File: config.mk
export PLATFORM = sky130hd
export DESIGN_NAME = note_cmd_rx
export DESIGN_NICKNAME = d
export VERILOG_FILES = /design/src/rtl/note_cmd_rx.sv
export SDC_FILE = /design/constraint.sdc
export NUM_CORES = 1
export LEC_CHECK = 0
export ABC_AREA = 1
export CORE_UTILIZATION = 25
export DETAILED_ROUTE_END_ITERATION = 10
export SYNTH_ARGS = -nofsm -noshare
export SYNTH_HDL_FRONTEND = slang
export SYNTH_SLANG_ARGS = --single-unit
File: constraint.sdc
create_clock -name clk -period 3.99 [get_ports clk]
set_clock_uncertainty 0.15 [all_clocks]
set_input_delay 0.5985 -clock clk [delete_from_list [all_inputs] [get_ports clk]]
set_output_delay 0.5985 -clock clk [all_outputs]
set_load 0.02 [all_outputs]
File: src/rtl/note_cmd_rx.sv
// MIDI-rate UART receiver plus 3-byte note-packet parser.
// Holds per-channel note, enable and FX-select registers for the synth channels.
module note_cmd_rx #(
  parameter int CLKS_PER_BIT = 1600
) (
  input  logic        clk,
  input  logic        rst_n,
  input  logic        rx,
  output logic [23:0] note_out,
  output logic [3:0]  en_out,
  output logic [7:0]  fx_out,
  output logic        cmd_valid,
  output logic        frame_err
);

  localparam int CW = $clog2(CLKS_PER_BIT);
  localparam logic [CW-1:0] FULL = CW'(CLKS_PER_BIT - 1);
  localparam logic [CW-1:0] HALF = CW'(CLKS_PER_BIT / 2 - 1);

  typedef enum logic [2:0] {R_IDLE, R_START, R_DATA, R_STOP, R_WAIT} rstate_t;
  typedef enum logic [1:0] {P_STATUS, P_NOTE, P_FX} pstate_t;

  rstate_t            rstate;
  pstate_t            pstate;
  logic               rx_s1, rx_s2;
  logic [CW-1:0]      cnt;
  logic [2:0]         bitn;
  logic [7:0]         shreg;
  logic               p_on;
  logic [1:0]         p_ch;
  logic [5:0]         p_note;
  logic [3:0][5:0]    note_r;
  logic [3:0][1:0]    fx_r;
  logic [3:0]         en_r;

  assign note_out = note_r;
  assign fx_out   = fx_r;
  assign en_out   = en_r;

  always_ff @(posedge clk or negedge rst_n) begin
    if (!rst_n) begin
      rx_s1 <= 1'b1;
      rx_s2 <= 1'b1;
    end else begin
      rx_s1 <= rx;
      rx_s2 <= rx_s1;
    end
  end

  always_ff @(posedge clk or negedge rst_n) begin
    if (!rst_n) begin
      rstate    <= R_IDLE;
      pstate    <= P_STATUS;
      cnt       <= '0;
      bitn      <= '0;
      shreg     <= '0;
      p_on      <= 1'b0;
      p_ch      <= '0;
      p_note    <= '0;
      note_r    <= '0;
      fx_r      <= '0;
      en_r      <= '0;
      cmd_valid <= 1'b0;
      frame_err <= 1'b0;
    end else begin
      cmd_valid <= 1'b0;
      frame_err <= 1'b0;
      case (rstate)
        R_IDLE: begin
          cnt <= '0;
          // R_WAIT guarantees the line was high before we got here
          if (!rx_s2) rstate <= R_START;
        end
        R_START: begin
          if (cnt == HALF) begin
            cnt    <= '0;
            bitn   <= '0;
            rstate <= rx_s2 ? R_IDLE : R_DATA;
          end else cnt <= cnt + 1'b1;
        end
        R_DATA: begin
          if (cnt == FULL) begin
            cnt   <= '0;
            shreg <= {rx_s2, shreg[7:1]};
            bitn  <= bitn + 1'b1;
            if (bitn == 3'd7) rstate <= R_STOP;
          end else cnt <= cnt + 1'b1;
        end
        R_STOP: begin
          if (cnt == FULL) begin
            cnt <= '0;
            if (!rx_s2) begin
              frame_err <= 1'b1;
              pstate    <= P_STATUS;
              rstate    <= R_WAIT;
            end else begin
              rstate <= R_IDLE;
              // Byte accepted: status bytes always restart the parser
              if (shreg[7]) begin
                if (shreg[7:5] == 3'b100) begin
                  p_on   <= shreg[4];
                  p_ch   <= shreg[1:0];
                  pstate <= P_NOTE;
                end else pstate <= P_STATUS;
              end else begin
                case (pstate)
                  P_NOTE: begin
                    p_note <= shreg[6] ? 6'd63 : shreg[5:0];
                    pstate <= P_FX;
                  end
                  P_FX: begin
                    if (p_on) begin
                      fx_r[p_ch] <= shreg[1:0];
                      if (p_note != 6'd0) begin
                        note_r[p_ch] <= p_note;
                        en_r[p_ch]   <= 1'b1;
                      end else begin
                        note_r[p_ch] <= 6'd0;
                        en_r[p_ch]   <= 1'b0;
                      end
                    end else if (note_r[p_ch] == p_note) begin
                      en_r[p_ch] <= 1'b0;
                    end
                    cmd_valid <= 1'b1;
                    pstate    <= P_STATUS;
                  end
                  default: pstate <= P_STATUS;
                endcase
              end
            end
          end else cnt <= cnt + 1'b1;
        end
        R_WAIT: if (rx_s2) rstate <= R_IDLE;
        default: rstate <= R_IDLE;
      endcase
    end
  end

endmodule

==> results.json <==
{
  "outcome": "completed",
  "ys_seq_area_frac": 0.508,
  "synth_nets": 460,
  "first_pass_iters": 4,
  "drive_gt1_frac": 0.115,
  "worst-path-buf-inv": 2,
  "root_buffer": "clkbuf_16",
  "final_cell_count_no_fill": 680,
  "path_delay_family": "simple AND/OR/NAND/NOR gates",
  "die_height_um": 124,
  "setup-violations-final": 0,
  "dp_cells": 664,
  "syn_area_per_cell_um2": 8.25,
  "grt_pass1_wl_um": 14200,
  "cellLeakagePower_nw": 2.14,
  "cp_data_arrival_time_ns": 2.23,
  "startpoint": "p_ch[0]$_DFFE_PN0P_",
  "dpl.hpwl_um": 5950,
  "antenna_left": 0,
  "p_per_area_nw_per_um2": 344,
  "drc": 0,
  "ys_ff_latch": 76,
  "placeableCoreArea_um2": 14600,
  "period_needed_ns": 2.14,
  "antenna_cells": 0,
  "crit_path_max_fanout": 17,
  "finalSetupTns_ns": 0,
  "hp-class": "flip-flop to flip-flop",
  "cts_tree": "done",
  "antenna_found_initial": 0,
  "postCtsSetupBuffers": 0,
  "dieArea_um2": 15500,
  "num_rows": 44,
  "syn_area_um2": 3750,
  "finalInstanceArea_um2": 4550,
  "worstRegToRegCells": 13,
  "grt_util_all_layers": 0.113,
  "ys_warn_count": 0,
  "post-route-period-util": 0.536,
  "n_fill_cell": 1483,
  "seq_area_um2": 1900,
  "grt-ovfl-total": 0,
  "cts_resized": 0,
  "grt_max_degree": 77,
  "clkTransAtPathRegs_ns": 0.07,
  "final_cell_mix": "166 x nand2_1, 74 x dfrtp_1, 44 x inv_1",
  "place_area_um2": 4270,
  "wire_per_inst_um": 12.0,
  "synth_cell_types": 31,
  "synthTopCellsByArea": "dfrtp_1 49%, nand2_1 17%, inv_1 4.4%",
  "io_buffers": 40,
  "multi_input_area_um2": 1530,
  "cts_max_path_buffers": 2,
  "initial_utilization": 0.257,
  "maxCapViolations": 0,
  "cts.sinks": 76,
  "io-pin-count": 41,
  "cp.depth": 13,
  "slowest_stage": "dfrtp_1",
  "vias": 3029,
  "reg2reg_from": "p_ch[0]$_DFFE_PN0P_",
  "mostFrequentLayoutCell": "nand2_1",
  "grt_pass1_vias": 2975,
  "endpoint_kind": "flip-flop",
  "max_freq_mhz": 467,
  "dieWidth_um": 124,
  "worstPathRequired_ns": 4.08,
  "path_class": "flip-flop to flip-flop",
  "synth_top_area_cell": "dfrtp_1",
  "cp-start-kind": "flip-flop",
  "drv_slew": 0,
  "htreeDepth": 3,
  "netlist_instances": 454,
  "slowest_delay_ns": 0.70,
  "setup_ws_ns": 1.85,
  "peakVddDrop_v": 0.000175,
  "insertion_delay_ns": 0.34,
  "fin_nets": 497,
  "place_congestion": 0.812,
  "crit_path_frequent_cell": "nand2_1",
  "min_from": "rx_s1$_DFF_PN1_",
  "rsz0062_at_grt": "false",
  "tightest_slew_ns": 0.956,
  "cts_buffers": 9,
  "path_cells": "inv_2, nand2_1, nand2_1, nand2_1, nand3_1, nand2_1, nand2_1, nor2_1, nand2_1, nand2_2, nand3_1, nand2_1, inv_1",
  "area_growth_pct": 21.5,
  "vias_per_cell": 4.45,
  "holdBufCountCts": 0,
  "dr.first_iter.drc_count": 160,
  "postRouteWirelength_um": 8190,
  "pre_cts_ws_ns": 1.84,
  "finalHoldViolations": 0,
  "relSlewSlack": 0.363,
  "synth_top_area_frac": 0.494,
  "min_path_cells": 0
}
## cells in the mapped netlist (all sizes together)
cell type / n
dfrtp: 74
xnor2: 1
o31ai: 6
xor2: 6
nand2: 171
ha: 3
nor4: 1
nand4: 2
o21ai: 52
nor2: 23
a21oi: 9
o21bai: 1
dfstp: 2
inv: 54
nand3: 23
o21a: 1
clkbuf: 2
o22ai: 6
buf: 12
nor3: 5
## state kept, by name, summed over array words and instances (netlist names), 2 cells and up, named ones only
name,flops
note_out,24
cnt,11
fx_out,8
shreg,8
p_note,6
bitn,3
rstate,3
p_ch,2
pstate,2
## cell families after synthesis
logic type	after synthesis	synth area share
compound gates	75	0.120
xor+xnor	7	0.0164
fa+ha+maj	3	0.0100
buf+inv	68	0.0832
flops	76	0.508
simple gates	225	0.263
## through the flow
stage	total power, mW	hold WS [ns]	util
floorplan	0.789	0.153	-
global placement	0.806	0.198	0.293
detailed placement	0.806	0.197	0.293
CTS	1.59	0.205	0.312
global route	1.63	0.214	0.312
finish	1.57	0.204	0.312
## layout make-up
type | instances | share of cell area
sequential | 76 | 0.418
multi-input combinational | 310 | 0.336
timing repair buffer | 40 | 0.0874
tap | 184 | 0.0506
clock buffer | 9 | 0.0495
inverter | 54 | 0.0456
clock inverter | 7 | 0.0124
## where the power goes
group / switching, mW / internal (mW)
sequential: 0.00112 / 0.772
clock: 0.344 / 0.431
combinational: 0.0153 / 0.00183
total: 0.360 / 1.21
## per-layer routing
layer  vias to the layer above  share of wire  track usage
met1                      1437           0.46        0.137
met5                         -              0            0
li1                       1519              -            -
met2                        60           0.48        0.187
met3                        13          0.037       0.0335
met4                         0          0.019       0.0425
## worst paths after layout
path	endpoint	slack, ns
setup reg to reg	flip-flop	1.85
setup / recovery	flip-flop	1.85
max in group asynchronous	shreg[7]$_DFFE_PN0P_	2.79
hold reg to reg	rx_s2$_DFF_PN1_	0.20
min in group asynchronous	fx_out[3]$_DFFE_PN0P_	0.25
hold / removal	rx_s2$_DFF_PN1_	0.20
(Power assumes the default switching activity.)
